===== config.mk =====
export PLATFORM = sky130hd
export DESIGN_NAME = run_control_seq
export DESIGN_NICKNAME = d
export VERILOG_FILES = /design/src/rtl/run_control_seq.sv
export SDC_FILE = /design/constraint.sdc
export NUM_CORES = 1
export LEC_CHECK = 0
export BUFFER_PORTS_ARGS = -buffer_cell sky130_fd_sc_hd__buf_2
export CELL_PAD_IN_SITES_DETAIL_PLACEMENT = 1
export CELL_PAD_IN_SITES_GLOBAL_PLACEMENT = 1
export CORE_ASPECT_RATIO = 2
export CORE_UTILIZATION = 37
export CTS_CLUSTER_DIAMETER = 40
export CTS_CLUSTER_SIZE = 20
export DETAILED_ROUTE_END_ITERATION = 8
export GPL_TIMING_DRIVEN = 0
export PLACE_DENSITY_LB_ADDON = 0.12
export SLEW_MARGIN = 25
export SYNTH_ARGS = -nofsm -noshare
export SYNTH_HDL_FRONTEND = slang
export SYNTH_SLANG_ARGS = --single-unit
export TNS_END_PERCENT = 5

===== constraint.sdc =====
create_clock -name CLK -period 2.2 [get_ports CLK]
set_clock_uncertainty 0.15 [all_clocks]
set_input_delay 0.44 -clock CLK [delete_from_list [all_inputs] [get_ports CLK]]
set_output_delay 0.44 -clock CLK [all_outputs]
set_load 0.05 [all_outputs]

===== src/rtl/run_control_seq.sv =====
`default_nettype none
//==============================================================================
// Module   : run_control_seq
// Purpose  : Run-control sequencer for the on-board MIPS demo. Walks the
//            load -> run -> finish flow driven by the START / EXECUTE
//            buttons, hands off to the program loader and the core, converts
//            the result register to BCD one bit per cycle and produces the
//            per-digit display codes for the 7-segment driver.
// Options  : `define WATCHDOG_EN adds a cycle-limit watchdog (TIMEOUT state).
//            Without it the run leaves EXEC only when pc passes END_PC and
//            timeout is tied low.
// Ports    : CLK              system clock
//            RESET_N          synchronous, active-low reset
//            START, EXECUTE   raw button levels, active-high
//            program_loaded   loader done (level)
//            pc               core's incremented PC
//            result           value to display
//            start_loading    loader enable (level)
//            program_start    core run enable (level)
//            program_finished run complete (level)
//            timeout          watchdog fired (level)
//            bcd_valid        BCD digits on the display are final
//            cycle_count      cycles spent in EXEC, saturating
//            hex_codes        digit i at [4i+3:4i]; a blank, b P, c L, d E,
//                             e t, f F, 0-9 digits
// Revision : 1.0 - initial release
//==============================================================================
module run_control_seq #(
    parameter int PC_WIDTH     = 32,
    parameter int END_PC       = 172,
    parameter int RESULT_WIDTH = 8,
    parameter int NUM_DIGITS   = 6,
    parameter int CNT_WIDTH    = 24,
    parameter int MAX_CYCLES   = 1000000
) (
    input  logic                    CLK,
    input  logic                    RESET_N,
    input  logic                    START,
    input  logic                    EXECUTE,
    input  logic                    program_loaded,
    input  logic [PC_WIDTH-1:0]     pc,
    input  logic [RESULT_WIDTH-1:0] result,
    output logic                    start_loading,
    output logic                    program_start,
    output logic                    program_finished,
    output logic                    timeout,
    output logic                    bcd_valid,
    output logic [CNT_WIDTH-1:0]    cycle_count,
    output logic [NUM_DIGITS*4-1:0] hex_codes
);

    localparam int BCD_DIGITS = (RESULT_WIDTH * 301) / 1000 + 1;
    localparam int c_BCNT_W   = $clog2(RESULT_WIDTH + 1);

    localparam logic [c_BCNT_W-1:0] c_LAST_BIT = c_BCNT_W'(RESULT_WIDTH - 1);
    localparam logic [PC_WIDTH-1:0] c_END_PC   = PC_WIDTH'(END_PC);

    // Display glyph codes
    localparam logic [3:0] c_CODE_BLANK = 4'ha;
    localparam logic [3:0] c_CODE_P     = 4'hb;
    localparam logic [3:0] c_CODE_L     = 4'hc;
    localparam logic [3:0] c_CODE_E     = 4'hd;
    localparam logic [3:0] c_CODE_T     = 4'he;
    localparam logic [3:0] c_CODE_F     = 4'hf;

    // State encoding
    localparam logic [2:0] c_IDLE    = 3'd0;
    localparam logic [2:0] c_LOADING = 3'd1;
    localparam logic [2:0] c_LOADED  = 3'd2;
    localparam logic [2:0] c_EXEC    = 3'd3;
    localparam logic [2:0] c_CONVERT = 3'd4;
    localparam logic [2:0] c_DONE    = 3'd5;
`ifdef WATCHDOG_EN
    localparam logic [2:0]           c_TIMEOUT  = 3'd6;
    localparam logic [CNT_WIDTH-1:0] c_WD_LIMIT = CNT_WIDTH'(MAX_CYCLES - 1);
`endif

    logic [2:0]              r_state;
    logic [2:0]              w_state_next;

    // Button synchronisers: meta -> sync -> previous, edge on sync & ~prev
    logic                    r_start_meta;
    logic                    r_start_sync;
    logic                    r_start_prev;
    logic                    r_exec_meta;
    logic                    r_exec_sync;
    logic                    r_exec_prev;
    logic                    w_start_rise;
    logic                    w_exec_rise;

    logic                    w_pc_done;
    logic                    w_wd_hit;

    logic [CNT_WIDTH-1:0]    r_cycle_count;
    logic [RESULT_WIDTH-1:0] r_shift;
    logic [4*BCD_DIGITS-1:0] r_bcd;
    logic [4*BCD_DIGITS-1:0] w_bcd_next;
    logic [c_BCNT_W-1:0]     r_bit_cnt;
    logic                    w_last_bit;

    logic [3:0]              w_top_code;
    logic [3:0]              w_next_code;

    assign w_start_rise = r_start_sync & ~r_start_prev;
    assign w_exec_rise  = r_exec_sync & ~r_exec_prev;
    assign w_pc_done    = (pc > c_END_PC);
    assign w_last_bit   = (r_bit_cnt == c_LAST_BIT);
    assign cycle_count  = r_cycle_count;

`ifdef WATCHDOG_EN
    assign w_wd_hit = (r_cycle_count == c_WD_LIMIT);
`else
    assign w_wd_hit = 1'b0;
    assign timeout  = 1'b0;
    // The limit has no hardware when the watchdog is compiled out.
    if (MAX_CYCLES > 0) begin : g_no_watchdog
    end
`endif

    //--------------------------------------------------------------------------
    // State register
    //--------------------------------------------------------------------------
    always_ff @(posedge CLK) begin
        if (!RESET_N) begin
            r_state <= c_IDLE;
        end else begin
            r_state <= w_state_next;
        end
    end

    //--------------------------------------------------------------------------
    // Next-state and Moore outputs
    //--------------------------------------------------------------------------
    always_comb begin
        w_state_next     = r_state;
        start_loading    = 1'b0;
        program_start    = 1'b0;
        program_finished = 1'b0;
        bcd_valid        = 1'b0;
        w_top_code       = c_CODE_P;
        w_next_code      = c_CODE_BLANK;
`ifdef WATCHDOG_EN
        timeout          = 1'b0;
`endif
        case (r_state)
            c_IDLE: begin
                w_top_code  = c_CODE_L;
                w_next_code = c_CODE_P;
                if (w_start_rise) begin
                    w_state_next = c_LOADING;
                end
            end
            c_LOADING: begin
                w_top_code    = c_CODE_L;
                w_next_code   = c_CODE_P;
                start_loading = 1'b1;
                if (program_loaded) begin
                    w_state_next = c_LOADED;
                end
            end
            c_LOADED: begin
                w_next_code = c_CODE_L;
                if (w_exec_rise) begin
                    w_state_next = c_EXEC;
                end
            end
            c_EXEC: begin
                w_next_code   = c_CODE_E;
                program_start = 1'b1;
                // Finishing takes priority over the watchdog in the same cycle
                if (w_pc_done) begin
                    w_state_next = c_CONVERT;
                end else if (w_wd_hit) begin
`ifdef WATCHDOG_EN
                    w_state_next = c_TIMEOUT;
`else
                    w_state_next = c_EXEC;
`endif
                end
            end
            c_CONVERT: begin
                w_next_code      = c_CODE_F;
                program_finished = 1'b1;
                if (w_last_bit) begin
                    w_state_next = c_DONE;
                end
            end
            c_DONE: begin
                w_next_code      = c_CODE_F;
                program_finished = 1'b1;
                bcd_valid        = 1'b1;
                if (w_start_rise) begin
                    w_state_next = c_LOADING;
                end
            end
`ifdef WATCHDOG_EN
            c_TIMEOUT: begin
                w_next_code = c_CODE_T;
                timeout     = 1'b1;
                if (w_start_rise) begin
                    w_state_next = c_LOADING;
                end
            end
`endif
            default: begin
                w_state_next = c_IDLE;
            end
        endcase
    end

    //--------------------------------------------------------------------------
    // Double-dabble step: each digit >= 5 gets +3, then the whole BCD field
    // shifts left by one, taking the next result bit into the LSB. A digit
    // that was >= 5 always carries a 1 into the digit above, so the carry is
    // just the >= 5 test of the lower digit.
    //--------------------------------------------------------------------------
    for (genvar gi = 0; gi < BCD_DIGITS; gi++) begin : g_dabble
        logic [3:0] w_digit;
        logic       w_ge5;
        logic       w_carry_in;

        assign w_digit = r_bcd[4*gi +: 4];
        assign w_ge5   = (w_digit >= 4'd5);

        if (gi == 0) begin : g_lsd
            assign w_carry_in = r_shift[RESULT_WIDTH-1];
        end else begin : g_upper
            assign w_carry_in = (r_bcd[4*(gi-1) +: 4] >= 4'd5);
        end

        assign w_bcd_next[4*gi +: 4] = w_ge5 ? {3'(w_digit + 4'd3), w_carry_in}
                                             : {w_digit[2:0], w_carry_in};
    end

    //--------------------------------------------------------------------------
    // Synchronisers, cycle counter and BCD datapath
    //--------------------------------------------------------------------------
    always_ff @(posedge CLK) begin
        if (!RESET_N) begin
            r_start_meta  <= 1'b0;
            r_start_sync  <= 1'b0;
            r_start_prev  <= 1'b0;
            r_exec_meta   <= 1'b0;
            r_exec_sync   <= 1'b0;
            r_exec_prev   <= 1'b0;
            r_cycle_count <= '0;
            r_shift       <= '0;
            r_bcd         <= '0;
            r_bit_cnt     <= '0;
        end else begin
            r_start_meta <= START;
            r_start_sync <= r_start_meta;
            r_start_prev <= r_start_sync;
            r_exec_meta  <= EXECUTE;
            r_exec_sync  <= r_exec_meta;
            r_exec_prev  <= r_exec_sync;

            // Counter is cleared on EXEC entry and otherwise held outside EXEC
            if (r_state == c_LOADED && w_exec_rise) begin
                r_cycle_count <= '0;
            end else if (r_state == c_EXEC && r_cycle_count != '1) begin
                r_cycle_count <= r_cycle_count + CNT_WIDTH'(1);
            end

            if (r_state == c_EXEC && w_pc_done) begin
                r_shift   <= result;
                r_bcd     <= '0;
                r_bit_cnt <= '0;
            end else if (r_state == c_CONVERT) begin
                r_bcd     <= w_bcd_next;
                r_shift   <= {r_shift[RESULT_WIDTH-2:0], 1'b0};
                r_bit_cnt <= r_bit_cnt + c_BCNT_W'(1);
            end else if (r_state == c_DONE && w_start_rise) begin
                r_bcd <= '0;
            end
        end
    end

    //--------------------------------------------------------------------------
    // Display codes: two status glyphs on top, BCD digits at the bottom
    // (shown only once final), everything else blank.
    //--------------------------------------------------------------------------
    for (genvar gd = 0; gd < NUM_DIGITS; gd++) begin : g_hex
        if (gd == NUM_DIGITS - 1) begin : g_top
            assign hex_codes[4*gd +: 4] = w_top_code;
        end else if (gd == NUM_DIGITS - 2) begin : g_second
            assign hex_codes[4*gd +: 4] = w_next_code;
        end else if (gd < BCD_DIGITS) begin : g_bcd
            assign hex_codes[4*gd +: 4] = bcd_valid ? r_bcd[4*gd +: 4] : c_CODE_BLANK;
        end else begin : g_blank
            assign hex_codes[4*gd +: 4] = c_CODE_BLANK;
        end
    end

endmodule
`default_nettype wire

== Yosys cells after proc, flatten, opt, wreduce, memory -nomap -nowiden ==
Index checks and enable logic that the tools add are counted.

* Register bits: 57
* Input bits: 45
* Output and inout port bits: 53

* $add $sub $neg: 5
* $lt $le $gt $ge: 4
* Equality and inequality tests: 12
* Multiplexer cells: 22
* Bitwise gates (word level): 5
* Reductions and logical operators: 13

{| class="wikitable"
|+ Operators by type and width
! kind !! count
|-
| 32-bit by 8-bit greater-than comparator with 1-bit output, second input constant || 1
|-
| 24-bit by 1-bit adder with 24-bit output, second input constant || 1
|-
| 12-bit two-way mux || 2
|-
| 4-bit two-way mux || 6
|-
| 24-bit != test, second input constant || 1
|-
| 3-bit two-way mux || 6
|-
| 8-bit two-way mux || 2
|-
| 3-bit case mux with 5 select lines || 1
|-
| 4-bit by 3-bit greater-or-equal comparator with 1-bit output, second input constant || 3
|-
| 3-bit case mux with 4 select lines || 1
|-
| 2-bit OR reduction || 5
|-
| 3-bit by 2-bit adder with 3-bit output, second input constant || 3
|-
| 2-bit != test, second input constant || 4
|-
| 3-bit by 2-bit == test with 1-bit output, second input constant || 2
|-
| 3-bit == test, second input constant || 2
|-
| 5-bit AND reduction || 1
|-
| 4-bit by 1-bit adder with 4-bit output, second input constant || 1
|-
| 4-bit by 3-bit == test with 1-bit output, second input constant || 1
|-
| 1-bit logical AND || 4
|-
| 1-bit two-way mux || 4
|-
| 2-bit nonzero test || 2
|-
| 3-bit by 1-bit == test with 1-bit output, second input constant || 1
|-
| 3-bit zero test || 1
|-
| 1-bit inverter || 3
|-
| other kinds (2) || 3
|}

== Logic depth before layout (Yosys ltp) ==
Gate-level depths: netlist (run 1).

* Depth in word-level cells: 5
* Depth in mapped cells: 7

== Worst setup path before layout (run 1) ==
OpenSTA, ideal clock, no wires.

* Path kind: reg-to-output
* Start point: reg r_state[2]
* End point: out hex_codes[1]
* Arrival: 2.210 ns
* Setup slack: -0.600 ns
* Stages on the path, launching flop included: 5
* Path buffers: 1
* Path through: dfxtp_1 buf_2 clkinv_1 nor2_1 nand2_1

* Word-level cells in the longest chain between the ends: 3

{| class="wikitable"
|+ Ends and longest elaborated chain
! item !! line !! text
|-
| start, declared || 78 || <nowiki>logic [2:0] r_state;</nowiki>
|-
| start signal, assigned || 125 || <nowiki>r_state <= c_IDLE;</nowiki>
|-
| start signal, assigned || 127 || <nowiki>r_state <= w_state_next;</nowiki>
|-
| 3-bit == test || 145 || <nowiki>case (r_state)</nowiki>
|-
| 1-bit two-way mux || 145 ||
|-
| via bcd_valid || 47 || <nowiki>output logic bcd_valid,</nowiki>
|-
| 4-bit two-way mux || 289 || <nowiki>assign hex_codes[4*gd +: 4] = bcd_valid ? r_bcd[4*gd +: 4] : c_CODE_BLANK;</nowiki>
|-
| end, declared || 49 || <nowiki>output logic [NUM_DIGITS*4-1:0] hex_codes</nowiki>
|}

The timed path passes the listed nets, and every way through them passes these cells.

== Worst setup path in the final report (run 1) ==
* Start point: reg r_state[2]
* End point: out hex_codes[16]

* Word-level cells in the longest chain between the ends: 3
* Elaborated cells between the ends (all ways): 9
* Classes of those cells: eq/ne: 5; mux: 1; reduce/logical: 3

{| class="wikitable"
|+ Ends and longest elaborated chain
! item !! line
|-
| 3-bit == test, or another cell as far along || 145
|-
| 2-bit OR reduction (no source line) || -
|-
| 3-bit case mux with 4 select lines (*) || 145
|}

Every way passes the cells marked *; elsewhere a longest branch is shown, timed or not.

==> results.rst, run 1 <==
.. list-table::
   :header-rows: 1

   * - Metric
     - Value
   * - Outcome
     - complete, but fails checks
   * - Violated checks
     - setup timing
   * - Remaining global-route overflow
     - 0
   * - Maximum fanout encountered on the critical timing path
     - 10
   * - Number of stages on the worst setup path
     - 5
   * - CP Capture Type
     - output pin
   * - Clk_lat worst skew
     - around 330 ps
   * - Class of the most critical setup path
     - flop to output pin
   * - Launch instance of the worst register-to-register path
     - cycle_count[6]
   * - Most common cell after layout, fill and taps aside
     - sky130_fd_sc_hd__buf_2
   * - Post-synthesis cell area
     - about 3100 um^2
   * - Most used cells in the layout excluding fill and tap cells
     - 87 x sky130_fd_sc_hd__buf_2, 49 x sky130_fd_sc_hd__dfxtp_1, 37 x sky130_fd_sc_hd__nor2_1
   * - RePlAce Congestion
     - 0.8912
   * - Slowest Stage Delay on Critical Path
     - 380 ps
   * - H-Tree Depth
     - 3
   * - Post-layout min period
     - ~2300 ps
   * - Largest cells by area after synthesis
     - sky130_fd_sc_hd__dfxtp_1 37%, sky130_fd_sc_hd__ha_1 4.9%, sky130_fd_sc_hd__nor2_1 4.7%
   * - Transition at the pin with the smallest max-transition slack
     - 791.9 ps
   * - Number of nets in the layout
     - around 540
   * - Wire length per cell after detailed routing
     - 16.75 um
   * - Setup repair after global routing missed its margin
     - yes
   * - Leakage Power
     - roughly 1.7 nW
   * - Total CTS buffers
     - 9
   * - R2r endpoint
     - cycle_count[19]
   * - Top cell type by total area after synthesis
     - sky130_fd_sc_hd__dfxtp_1
   * - Fill cell instance count of the final layout
     - 1003
   * - Initial drt markers
     - between 100 and 150
   * - Worst Setup EP
     - hex_codes[16]
   * - Number of synthesized register bits
     - 57
   * - Crit path DAT
     - around 1700 ps
   * - Hold depth
     - 2
   * - Die X-Extent
     - 66.36 um
   * - Antenna diode count
     - 0
   * - Compound-Gate Fraction of Synth Area
     - 0.1645
   * - Proportion of layout cells with a drive suffix above 1
     - 0.2990
   * - XOR/XNOR share of the synthesized area
     - 0.06000
   * - Synth Area in Simple Gates
     - 0.2816
   * - Power density of the placed cells
     - between 600 and 700 nW/um^2
   * - Max stage delay cell, worst path
     - sky130_fd_sc_hd__dfxtp_4
   * - Num ports
     - a little under 100
   * - Layout overhead on the synthesized area
     - 33.47%
   * - Main combinational cell family by area after synthesis
     - simple AND/OR/NAND/NOR gates
   * - Mux share of post-synthesis cell area
     - 0.01020
   * - Post-synthesis cell type count
     - 49
   * - Clk Tree Root Cell
     - sky130_fd_sc_hd__clkbuf_16
   * - Initial antenna violation count
     - 0
   * - Average vias per placed instance
     - 5.427
   * - Core area
     - 8000 um^2
   * - Antenna-violating nets left
     - 0
   * - Path class of the lowest-slack min-delay path
     - input pin to flop
   * - Synthesized instance count
     - 372
   * - Worst setup SP type
     - flop
   * - Register-to-Register Path Depth
     - 5
   * - Largest delay contributor family on the critical path
     - buffers and inverters
   * - Sequential-to-total area share from yosys stat
     - 0.3722
   * - Period utilization
     - 1.031
   * - Total global routing track utilization
     - 0.2338
   * - Peak Freq
     - 440.8 MHz
   * - Die Span Y
     - 130.7 um
   * - Post-CTS clock slew at the launch and capture registers of the worst setup and hold paths
     - 50 ps
   * - Number of violations of the max-capacitance limit
     - 0
   * - Port bufs
     - 90
   * - Area of the die
     - 8675 um^2
   * - Endpoints failing hold
     - 0
   * - Critical path required time
     - approximately 1600 ps
   * - Synth Area in Adders
     - 0.04898
   * - Sequence of cells on the critical path
     - buf_12 -> clkinv_8 -> ha_2 -> or3_1 -> buf_6
   * - Proportion of netlist area held by the largest area contributor
     - 0.3722
   * - Setup slack of the worst register-to-register path
     - -10 ps
   * - Initial DRT Pass Iterations
     - 4
   * - TritonCTS sink count
     - 57
   * - Post-layout worst setup margin
     - -68.85 ps
   * - Count of hold-fix buffers inserted at cts
     - 0
   * - Mean Syn Cell Area
     - 8.240 um^2
   * - Wire length of the first global-routing pass
     - 15120 um
   * - Placed instance area
     - between 3000 and 4000 um^2
   * - Initial core utilization
     - 0.3832
   * - Number of enable-type register cells in the synthesized netlist
     - 0
   * - Via total after detailed routing
     - 3153
   * - Number of endpoints failing setup at the final stage
     - 3
   * - Warnings from Yosys
     - 0
   * - Maximum root-to-sink buffer count
     - 2
   * - Post-route design area
     - 4091 um^2
   * - Pin count of the biggest net entering global routing
     - 11
   * - Prevailing post-synth register cell
     - sky130_fd_sc_hd__dfxtp_1
   * - Post-placement worst setup slack
     - -404.9 ps
   * - Number of pins exceeding their max-slew limit in the final report
     - 0
   * - Standard-cell rows
     - 46
   * - Detailed Route WL
     - 9732 um
   * - Sum of net half-perimeters after detailed placement
     - 7537 um
   * - TritonCTS clock tree
     - yes
   * - Remaining design rule violation count
     - 0
   * - Normalized max-slew margin
     - 0.4677
   * - Worst vdd ir
     - 0.5398 mV
   * - Async set-or-reset flop fraction in the synthesized netlist
     - 0
   * - Origin of the worst setup path
     - r_state[2]
   * - Critical path buffer and inverter count
     - 3
   * - Via count of the first global-routing pass
     - 3276
## kinds of logic after synthesis
group	Yosys count
xor+xnor	21
compound gates	74
mux	3
flops	57
other cells	2
buf+inv	38
simple gates	165
fa+ha+maj	12
## cell type report
| class | count | area [um^2] | share of cell area |
|---|---|---|---|
| Multi-Input combinational cell | 282 | 1802 | 0.4404 |
| Sequential cell | 57 | 1156 | 0.2826 |
| Timing Repair Buffer | 93 | 489.2 | 0.1196 |
| Clock buffer | 15 | 307.8 | 0.07523 |
| Buffer | 21 | 137.6 | 0.03364 |
| Tap cell | 96 | 120.1 | 0.02936 |
| Inverter | 16 | 73.82 | 0.01804 |
| Clock inverter | 1 | 5.005 | 0.001223 |
## how the worst min path moves through the flow
stage              endpoint         start
2_1_floorplan   r_exec_sync   r_exec_meta
3_3_place_gp   r_start_sync  r_start_meta
3_5_place_dp   r_start_sync  r_start_meta
4_1_cts        r_start_meta         START
5_1_grt         r_exec_meta       EXECUTE
6_report       r_start_meta         START
## state kept, by name, summed over array words and instances, names as in the netlist
name,cells
r_state,3
r_shift,8
r_exec_sync,1
r_start_prev,1
r_bcd,12
cycle_count,24
r_exec_meta,1
r_exec_prev,1
r_bit_cnt,4
r_start_meta,1
r_start_sync,1
## cell usage after synthesis (3+ instances only)
master / instances
sky130_fd_sc_hd__a21o_1: 3
sky130_fd_sc_hd__a21oi_1: 24
sky130_fd_sc_hd__a22oi_1: 7
sky130_fd_sc_hd__a311oi_1: 9
sky130_fd_sc_hd__and2_1: 9
sky130_fd_sc_hd__and3_1: 4
sky130_fd_sc_hd__and4_1: 3
sky130_fd_sc_hd__buf_2: 3
sky130_fd_sc_hd__buf_4: 8
sky130_fd_sc_hd__clkbuf_1: 10
sky130_fd_sc_hd__dfxtp_1: 57
sky130_fd_sc_hd__ha_1: 12
sky130_fd_sc_hd__inv_1: 14
sky130_fd_sc_hd__nand2_1: 36
sky130_fd_sc_hd__nand2b_1: 7
sky130_fd_sc_hd__nand3_1: 16
sky130_fd_sc_hd__nand4_1: 10
sky130_fd_sc_hd__nor2_1: 38
sky130_fd_sc_hd__nor3_1: 10
sky130_fd_sc_hd__nor4_1: 7
sky130_fd_sc_hd__o211ai_1: 4
sky130_fd_sc_hd__o21ai_0: 10
sky130_fd_sc_hd__o31ai_1: 6
sky130_fd_sc_hd__or3_1: 9
sky130_fd_sc_hd__or4_1: 7
sky130_fd_sc_hd__xnor2_1: 12
sky130_fd_sc_hd__xor2_1: 9
## per-stage QoR
| step | util | setup TNS (ps) | instances | total power, W | hold WS (ps) |
|---|---|---|---|---|---|
| 3_5_place_dp | 0.4589 | -10790 | 563 | 0.001263 | 270.7 |
| 5_1_grt | 0.5114 | -666.3 | 581 | 0.002738 | 194.0 |
| 6_report | 0.5114 | -84.13 | 581 | 0.002671 | 172.1 |
| 4_1_cts | 0.5089 | -187.3 | 580 | 0.002692 | 164.7 |
| 2_1_floorplan | - | -6470 | 377 | 0.001188 | 261.9 |
| 3_3_place_gp | 0.4571 | -15370 | 563 | 0.001256 | 267.7 |
## routing by layer
metal	global-route usage	vias up	wire [um]
li1	-	1539	-
met1	0.2030	1522	3265
met2	0.4652	65	5768
met3	0.04688	27	296
met4	0.1402	0	401
met5	0	-	0
## report_power, final
part | internal [W] | switching, W | leakage (nW)
Combinational | 0.0000701 | 0.000129 | 1.07
Sequential | 0.00104 | 0.00000575 | 0.465
Clock | 0.000944 | 0.000482 | 0.158
## worst reg2reg max path, delay by kind of cell (launching register included)
family             cells  cell delay (ps)
DFF                    1              480
and+or+nand+nor        3             1120
AOI/OAI and AO/OA      2              380
## timing repair
action / in CTS / in global routing
setup endpoints to repair: 57 / 45
resized for setup: 23 / 9
pin swaps: 4 / 2
buffers inserted: 2 / 1
Power figures use the tool's default switching activity.
==> run 2: changes to the inputs <==
==> constraint.sdc (replaced) <==
create_clock -name CLK -period 2.2 [get_ports CLK]
set_clock_uncertainty 0.15 [all_clocks]
set_input_delay 0.22 -clock CLK [delete_from_list [all_inputs] [get_ports CLK]]
set_output_delay 0.22 -clock CLK [all_outputs]
set_load 0.05 [all_outputs]
==> run 2 against run 1 <==
Against the previous run: the run now ends clean; global-route usage is 0.72 points lower; clock-buffer cell count fell by 2; maximum frequency increased by 5.2%; critical endpoint is now hex_codes[2]; cell count increased by 0.34%; power is 5.4% lower; critical path type unchanged; critical path depth shrank 1.
==> results.rst, run 2 (synthesized netlist as in run 1, its figures left out) <==
.. list-table::
   :header-rows: 1

   * - Metric
     - Value
   * - Antenna diode count
     - 0 (unchanged)
   * - Initial drt markers
     - 96 (was 106)
   * - Initial DRT Pass Iterations
     - 4 (unchanged)
   * - H-Tree Depth
     - 3 (unchanged)
   * - Total global routing track utilization
     - 0.2267 (was 0.2338)
   * - Path class of the lowest-slack min-delay path
     - input pin to flop (unchanged)
   * - Power density of the placed cells
     - 622.1 nW/um^2 (was 652.9 nW/um^2)
   * - Worst setup SP type
     - flop (unchanged)
   * - Average vias per placed instance
     - 5.460 (was 5.427)
   * - Proportion of layout cells with a drive suffix above 1
     - 0.2998 (was 0.2990)
   * - Layout overhead on the synthesized area
     - 32.45% (was 33.47%)
   * - Wire length of the first global-routing pass
     - 14660 um (was 15120 um)
   * - TritonCTS sink count
     - 57 (unchanged)
   * - Crit path DAT
     - 1790 ps (was 1680 ps)
   * - Transition at the pin with the smallest max-transition slack
     - 802.4 ps (was 791.9 ps)
   * - Standard-cell rows
     - 46 (unchanged)
   * - Max stage delay cell, worst path
     - sky130_fd_sc_hd__nand2b_1 (was sky130_fd_sc_hd__dfxtp_4)
   * - Most used cells in the layout excluding fill and tap cells
     - 91 x sky130_fd_sc_hd__buf_2, 47 x sky130_fd_sc_hd__dfxtp_1, 37 x sky130_fd_sc_hd__nor2_1 (was 87 x sky130_fd_sc_hd__buf_2, 49 x sky130_fd_sc_hd__dfxtp_1, 37 x sky130_fd_sc_hd__nor2_1)
   * - Slowest Stage Delay on Critical Path
     - 370 ps (was 380 ps)
   * - Post-layout min period
     - 2156 ps (was 2269 ps)
   * - Area of the die
     - 8675 um^2 (unchanged)
   * - Most common cell after layout, fill and taps aside
     - sky130_fd_sc_hd__buf_2 (unchanged)
   * - Number of flip-flops under the largest register name
     - 24 (unchanged)
   * - Initial antenna violation count
     - 0 (unchanged)
   * - Num ports
     - 98 (unchanged)
   * - Number of pins exceeding their max-slew limit in the final report
     - 0 (unchanged)
   * - Total CTS buffers
     - 9 (unchanged)
   * - Sequence of cells on the critical path
     - nand2b_1 -> nor2_4 -> and2_1 -> buf_2 (was buf_12 -> clkinv_8 -> ha_2 -> or3_1 -> buf_6)
   * - Maximum root-to-sink buffer count
     - 2 (unchanged)
   * - Cell count after placement
     - 563 (unchanged)
   * - Maximum fanout encountered on the critical timing path
     - 9 (was 10)
   * - CP Capture Type
     - output pin (unchanged)
   * - Sum of net half-perimeters after detailed placement
     - 7326 um (was 7537 um)
   * - Endpoints failing hold
     - 0 (unchanged)
   * - Total negative setup slack
     - 0 ps (was -84.13 ps)
   * - Via total after detailed routing
     - 3183 (was 3153)
   * - Setup repair after global routing missed its margin
     - yes (unchanged)
   * - Port bufs
     - 90 (unchanged)
   * - Antenna-violating nets left
     - 0 (unchanged)
   * - Via count of the first global-routing pass
     - 3096 (was 3276)
   * - Remaining global-route overflow
     - 0 (unchanged)
   * - Total power of the final layout
     - 0.002526 W (was 0.002671 W)
   * - Die Span Y
     - 130.7 um (unchanged)
   * - Number of endpoints failing setup at the final stage
     - 0 (was 3)
   * - Remaining design rule violation count
     - 0 (unchanged)
   * - Number of violations of the max-capacitance limit
     - 0 (unchanged)
   * - TritonCTS clock tree
     - yes (unchanged)
   * - Outcome
     - completed (was complete, but fails checks)
   * - Number of nets in the layout
     - 539 (was 537)
   * - Clock power share
     - 0.507 (was 0.534)
   * - Internal power
     - 0.001930 W (was 0.002054 W)
   * - Initial core utilization
     - 0.3832 (unchanged)
   * - Die X-Extent
     - 66.36 um (unchanged)
   * - RePlAce Congestion
     - 0.8457 (was 0.8912)
   * - Leakage Power
     - 1.676 nW (was 1.690 nW)
   * - Core area
     - 8000 um^2 (unchanged)
   * - Post-CTS clock slew at the launch and capture registers of the worst setup and hold paths
     - 50 ps (about the same)
   * - Switching share of power
     - 0.2360 (was 0.2310)
   * - Pin count of the biggest net entering global routing
     - 11 (unchanged)
   * - Detailed Route WL
     - 9439 um (was 9732 um)
   * - Clk_lat worst skew
     - 320 ps (was 330 ps)
   * - Comb power frac
     - 0.079 (was 0.075)
   * - Fill cell instance count of the final layout
     - 1013 (was 1003)
   * - Clk Tree Root Cell
     - sky130_fd_sc_hd__clkbuf_16 (unchanged)
   * - Final Non-Filler Cells
     - 583 (was 581)
   * - Power share of the sequential group
     - 0.414 (was 0.391)
   * - Switching power total
     - 0.0005962 W (was 0.0006171 W)
   * - Normalized max-slew margin
     - 0.4606 (was 0.4677)
   * - Class of the most critical setup path
     - flop to output pin (unchanged)
   * - Final-layout worst hold slack
     - 36.30 ps (was 172.1 ps)
   * - Period utilization
     - 0.9799 (was 1.031)
   * - Peak Freq
     - 463.9 MHz (was 440.8 MHz)
   * - Critical path required time
     - 1830 ps (was 1610 ps)
   * - Worst vdd ir
     - 0.4131 mV (was 0.5398 mV)
   * - Wire length per cell after detailed routing
     - 16.19 um (was 16.75 um)
run 2: cell types whose count changed in the layout (fill, tap and decap cells not counted), sizes merged:
cell,delta
clkbuf,-3
clkinv,+1
clkinvlp,+1
dlygate4sd3,+3
run 2: repair_timing:
item                       4_1_cts  5_1_grt
hold endpoints to repair         3        0
setup endpoints to repair       52       34
hold buffers                     3        0
cloned                           0        0
resized for setup               10       12
setup buffers                    0        3
pin swaps                        1        4
run 2: power by group through the flow:
stage / Sequential, W / Combinational (W) / Clock [W]
floorplan: 0.00107 / 0.000121 / 0
global placement: 0.00107 / 0.000187 / 0
detailed placement: 0.00107 / 0.000191 / 0
CTS: 0.00105 / 0.000199 / 0.00131
global route: 0.00105 / 0.000215 / 0.00135
finish: 0.00105 / 0.000199 / 0.00128
run 2: area by class of cell:
| class | count | area (um^2) | share of cell area |
|---|---|---|---|
| Multi-Input combinational cell | 282 | 1804 | 0.4444 |
| Sequential cell | 57 | 1156 | 0.2847 |
| Timing Repair Buffer | 96 | 505.5 | 0.1245 |
| Clock buffer | 13 | 260.3 | 0.06410 |
| Buffer | 20 | 130.1 | 0.03205 |
| Tap cell | 96 | 120.1 | 0.02958 |
| Inverter | 16 | 68.82 | 0.01695 |
| Clock inverter | 3 | 15.01 | 0.003698 |
run 2: metrics by stage:
step                worst slack, ps  cell area (um^2)    util
CTS                           5.930              4014  0.5017
detailed placement           -279.1              3680  0.4600
floorplan                    -77.86              3095       -
global placement             -542.3              3666  0.4582
finish                        44.27              4060  0.5075
global route                 -44.63              4060  0.5075
run 2: worst max-delay path, delay by kind of cell (launching register included):
| family | cells | cell delay (ps) |
|---|---|---|
| AND/OR/NAND/NOR | 3 | 850 |
| flip-flops | 1 | 360 |
| buffers and inverters | 1 | 250 |
run 2: routing by layer:
layer | vias up | part of all wire | global-route usage
li1 | 1538 | - | -
met1 | 1548 | 0.35 | 0.2058
met2 | 72 | 0.59 | 0.4598
met3 | 25 | 0.028 | 0.03646
met4 | 0 | 0.031 | 0.1089
met5 | - | 0 | 0
run 2: final timing paths:
| kind | start | to | slack [ps] | depth (start not counted) |
|---|---|---|---|---|
| setup / recovery | r_state[1] | hex_codes[2] | 40 | 4 |
| hold / removal | result[3] | r_shift[3] | 40 | 3 |
| setup reg to reg | cycle_count[12] | cycle_count[23] | 110 | 5 |
| hold reg to reg | r_exec_meta | r_exec_sync | 290 | 1 |
==> run 3: changes to the inputs <==
- ABC_AREA: not set -> 1
- CORE_MARGIN: not set -> 5
==> run 3 against run 2 <==
Against the previous run: clock power rose by 7%; power rose by 69%; register-to-register slack improved by 70 ps; critical path depth rose by 1; area after synthesis rose by 18%; first-iteration DRC count rose by 25%; core utilization fell by 2.8 points; die area rose by 38%; worst hold slack barely moved; global-route usage fell by 2.7 points; maximum frequency rose by 2.0%; largest power group is now combinational cells.
==> results.rst, run 3 <==
.. list-table::
   :header-rows: 1

   * - Metric
     - Value
   * - Class of the most critical setup path
     - flop to output pin (unchanged)
   * - Peak Freq
     - 473.0 MHz (was 463.9 MHz)
   * - Initial DRT Pass Iterations
     - 4 (unchanged)
   * - Synthesized instance count
     - 535 (was 372)
   * - Slowest Stage Delay on Critical Path
     - 490 ps (was 370 ps)
   * - Proportion of layout cells with a drive suffix above 1
     - 0.2818 (was 0.2998)
   * - Initial antenna violation count
     - 0 (unchanged)
   * - Prevailing post-synth register cell
     - sky130_fd_sc_hd__dfxtp_1 (unchanged)
   * - Share of the core filled with cells in the final layout
     - 0.4799 (was 0.5075)
   * - Leading cell types by count after synthesis
     - 140 x sky130_fd_sc_hd__nand2_1, 72 x sky130_fd_sc_hd__nor2_1, 57 x sky130_fd_sc_hd__dfxtp_1, 51 x sky130_fd_sc_hd__inv_1, 34 x sky130_fd_sc_hd__a21oi_1 (was 57 x sky130_fd_sc_hd__dfxtp_1, 38 x sky130_fd_sc_hd__nor2_1, 36 x sky130_fd_sc_hd__nand2_1, 24 x sky130_fd_sc_hd__a21oi_1, 16 x sky130_fd_sc_hd__nand3_1)
   * - Maximum root-to-sink buffer count
     - 2 (unchanged)
   * - CP Capture Type
     - output pin (unchanged)
   * - Warnings from Yosys
     - 0 (unchanged)
   * - Critical path buffer and inverter count
     - 4 (was 1)
   * - Final-layout worst hold slack
     - 36.27 ps (was 36.30 ps)
   * - Number of synthesized register bits
     - 57 (unchanged)
   * - Post-CTS clock slew at the launch and capture registers of the worst setup and hold paths
     - 50 ps (about the same)
   * - Detailed Route WL
     - 11360 um (was 9439 um)
   * - Average vias per placed instance
     - 4.851 (was 5.460)
   * - Wire length per cell after detailed routing
     - 14.47 um (was 16.19 um)
   * - Endpoints failing hold
     - 0 (unchanged)
   * - Initial core utilization
     - 0.3748 (was 0.3832)
   * - TritonCTS sink count
     - 57 (unchanged)
   * - Power density of the placed cells
     - 924.8 nW/um^2 (was 622.1 nW/um^2)
   * - RePlAce Congestion
     - 0.8655 (was 0.8457)
   * - Clk Tree Root Cell
     - sky130_fd_sc_hd__clkbuf_16 (unchanged)
   * - Top cell type by total area after synthesis
     - sky130_fd_sc_hd__dfxtp_1 (unchanged)
   * - Number of pins exceeding their max-slew limit in the final report
     - 0 (unchanged)
   * - Period utilization
     - 0.9610 (was 0.9799)
   * - TritonCTS clock tree
     - yes (unchanged)
   * - Via count of the first global-routing pass
     - 4006 (was 3096)
   * - Largest delay contributor family on the critical path
     - buffers and inverters (was simple AND/OR/NAND/NOR gates)
   * - Die X-Extent
     - 79.86 um (was 66.36 um)
   * - Num ports
     - 98 (unchanged)
   * - Remaining global-route overflow
     - 0 (unchanged)
   * - H-Tree Depth
     - 3 (unchanged)
   * - Normalized max-slew margin
     - 0.6343 (was 0.4606)
   * - Number of nets in the layout
     - 705 (was 539)
   * - Crit path DAT
     - 1740 ps (was 1790 ps)
   * - Number of enable-type register cells in the synthesized netlist
     - 0 (unchanged)
   * - Mean Syn Cell Area
     - 6.749 um^2 (was 8.240 um^2)
   * - Switching share of power
     - 0.4276 (was 0.2360)
   * - Setup repair after global routing missed its margin
     - no (was yes)
   * - Post-layout min period
     - 2114 ps (was 2156 ps)
   * - Layout overhead on the synthesized area
     - 28.07% (was 32.45%)
   * - Number of endpoints failing setup at the final stage
     - 0 (unchanged)
   * - Standard-cell rows
     - 51 (was 46)
   * - Largest cells by area after synthesis
     - sky130_fd_sc_hd__dfxtp_1 32%, sky130_fd_sc_hd__nand2_1 15%, sky130_fd_sc_hd__nor2_1 7.5% (was sky130_fd_sc_hd__dfxtp_1 37%, sky130_fd_sc_hd__ha_1 4.9%, sky130_fd_sc_hd__nor2_1 4.7%)
   * - Pin count of the biggest net entering global routing
     - 11 (unchanged)
   * - Port bufs
     - 89 (was 90)
   * - Post-synthesis cell area
     - 3611 um^2 (was 3065 um^2)
   * - Library cell with the highest instance count after synthesis
     - sky130_fd_sc_hd__nand2_1 (was sky130_fd_sc_hd__dfxtp_1)
   * - Setup Buffers After CTS
     - 0 (unchanged)
   * - Most common cell after layout, fill and taps aside
     - sky130_fd_sc_hd__nand2_1 (was sky130_fd_sc_hd__buf_2)
   * - Area of the die
     - 11960 um^2 (was 8675 um^2)
   * - Power share of the sequential group
     - 0.278 (was 0.414)
   * - Clock power share
     - 0.320 (was 0.507)
   * - Remaining design rule violation count
     - 0 (unchanged)
   * - Sequential-to-total area share from yosys stat
     - 0.3160 (was 0.3722)
   * - Clk_lat worst skew
     - 330 ps (was 320 ps)
   * - Post-placement worst setup slack
     - 119.4 ps (was -279.1 ps)
   * - Outcome
     - completed (unchanged)
   * - Initial drt markers
     - 120 (was 96)
   * - Post-route design area
     - 4624 um^2 (was 4060 um^2)
   * - Antenna-violating nets left
     - 0 (unchanged)
   * - Sequence of cells on the critical path
     - inv_2 -> ha_1 -> inv_1 -> buf_4 -> buf_2 (was nand2b_1 -> nor2_4 -> and2_1 -> buf_2)
   * - Antenna diode count
     - 0 (unchanged)
   * - Total negative setup slack
     - 0 ps (unchanged)
   * - Maximum fanout encountered on the critical timing path
     - 7 (was 9)
   * - Comb power frac
     - 0.403 (was 0.079)
   * - Total CTS buffers
     - 9 (unchanged)
   * - Number of flip-flops under the largest register name
     - 24 (unchanged)
   * - Leakage Power
     - 2.041 nW (was 1.676 nW)
   * - Worst vdd ir
     - 0.6631 mV (was 0.4131 mV)
   * - Placed instance area
     - 4243 um^2 (was 3680 um^2)
   * - Worst setup SP type
     - flop (unchanged)
   * - Post-synthesis cell type count
     - 38 (was 49)
   * - Die Span Y
     - 149.7 um (was 130.7 um)
   * - Transition at the pin with the smallest max-transition slack
     - 546.8 ps (was 802.4 ps)
   * - Fill cell instance count of the final layout
     - 1285 (was 1013)
   * - Proportion of netlist area held by the largest area contributor
     - 0.3160 (was 0.3722)
   * - Internal power
     - 0.002448 W (was 0.001930 W)
   * - Max stage delay cell, worst path
     - sky130_fd_sc_hd__dfxtp_1 (was sky130_fd_sc_hd__nand2b_1)
   * - Via total after detailed routing
     - 3808 (was 3183)
   * - Total global routing track utilization
     - 0.1993 (was 0.2267)
   * - Post-layout worst setup margin
     - 85.81 ps (was 44.27 ps)
   * - Most used cells in the layout excluding fill and tap cells
     - 139 x sky130_fd_sc_hd__nand2_1, 95 x sky130_fd_sc_hd__buf_2, 72 x sky130_fd_sc_hd__nor2_1 (was 91 x sky130_fd_sc_hd__buf_2, 47 x sky130_fd_sc_hd__dfxtp_1, 37 x sky130_fd_sc_hd__nor2_1)
   * - Sum of net half-perimeters after detailed placement
     - 9239 um (was 7326 um)
   * - Path class of the lowest-slack min-delay path
     - input pin to flop (unchanged)
   * - Wire length of the first global-routing pass
     - 18530 um (was 14660 um)
   * - Number of violations of the max-capacitance limit
     - 0 (unchanged)
   * - Core area
     - 9635 um^2 (was 8000 um^2)
   * - Switching power total
     - 0.001829 W (was 0.0005962 W)
   * - Critical path required time
     - 1830 ps (about the same)
   * - Async set-or-reset flop fraction in the synthesized netlist
     - 0 (unchanged)
[run 3: cell count changes in the layout (fill, tap and decap cells not counted), moves of 11 or more]
| cell | change |
|---|---|
| sky130_fd_sc_hd__nand2_1 | +103 |
| sky130_fd_sc_hd__nor2_1 | +35 |
| sky130_fd_sc_hd__inv_1 | +36 |
| sky130_fd_sc_hd__inv_2 | +11 |
| sky130_fd_sc_hd__nand3_1 | +15 |
| sky130_fd_sc_hd__nand2_2 | +14 |
[run 3: worst register-to-register path: stages, from the launching register on]
cell and delay, ps:
sky130_fd_sc_hd__dfxtp_1 450, sky130_fd_sc_hd__ha_2 290, sky130_fd_sc_hd__nand2_1 120, sky130_fd_sc_hd__nor2_4 140
sky130_fd_sc_hd__nand2_2 100, sky130_fd_sc_hd__nor2_4 130, sky130_fd_sc_hd__nand2_4 70, sky130_fd_sc_hd__nand2_8 100
sky130_fd_sc_hd__inv_6 70, sky130_fd_sc_hd__buf_8 160, sky130_fd_sc_hd__nand2_2 70, sky130_fd_sc_hd__a21oi_2 50
[run 3: layout make-up]
type                       instances  area, um^2  share of cell area
clock buffer                      14       284.0             0.06142
inverter                          63       244.0             0.05276
tap                              132       165.2             0.03571
clock inverter                     2       10.01            0.002164
sequential                        57        1141              0.2468
multi-input combinational        400        2108              0.4559
timing repair buffer              97       525.5              0.1136
buffer                            20       146.4             0.03166
[run 3: logic make-up (layout without fill, tap and decap cells)]
| family | after synthesis | in the layout | share of synthesized area |
|---|---|---|---|
| flops | 57 | 57 | 0.3160 |
| compound gates | 64 | 64 | 0.1039 |
| simple gates | 301 | 301 | 0.3895 |
| xor+xnor | 16 | 16 | 0.03881 |
| fa+ha+maj | 12 | 12 | 0.04158 |
| other cells | 2 | 7 | 0.002080 |
| buf+inv | 83 | 196 | 0.1081 |
[run 3: timing repair]
| item | 4_1_cts | 5_1_grt |
|---|---|---|
| endpoints found under the setup margin | 0 | 9 |
| hold buffers | 8 | 0 |
| endpoints found under the hold margin | 8 | 0 |
| gates resized for setup | 0 | 3 |
[run 3: stage by stage]
step / total power (W) / cells
finish: 0.004277 / 785
global route: 0.004522 / 785
CTS: 0.004336 / 785
detailed placement: 0.002944 / 761
global placement: 0.002904 / 761
floorplan: 0.002525 / 540
[run 3: worst paths after layout]
path	startpoint	endpoint	slack (ps)	cells after the start
hold / removal	result[0]	r_shift[0]	40	3
hold reg to reg	r_exec_meta	r_exec_sync	270	2
setup reg to reg	cycle_count[0]	cycle_count[4]	180	11
setup / recovery	r_state[2]	hex_codes[21]	90	5
[run 3: power groups by stage]
stage | Combinational, W | Sequential, W | Clock (W)
floorplan | 0.00132 | 0.00121 | 0
global placement | 0.00170 | 0.00120 | 0
detailed placement | 0.00174 | 0.00121 | 0
CTS | 0.00175 | 0.00119 | 0.00140
global route | 0.00188 | 0.00120 | 0.00144
finish | 0.00172 | 0.00119 | 0.00137
[run 3: routing by layer]
layer  vias up  part of all wire  track usage
met5         -                 0            0
met4         0             0.039      0.09645
met3        31             0.024      0.03614
met2        69              0.60       0.4083
met1      1823              0.34       0.1759
li1       1885                 -            -
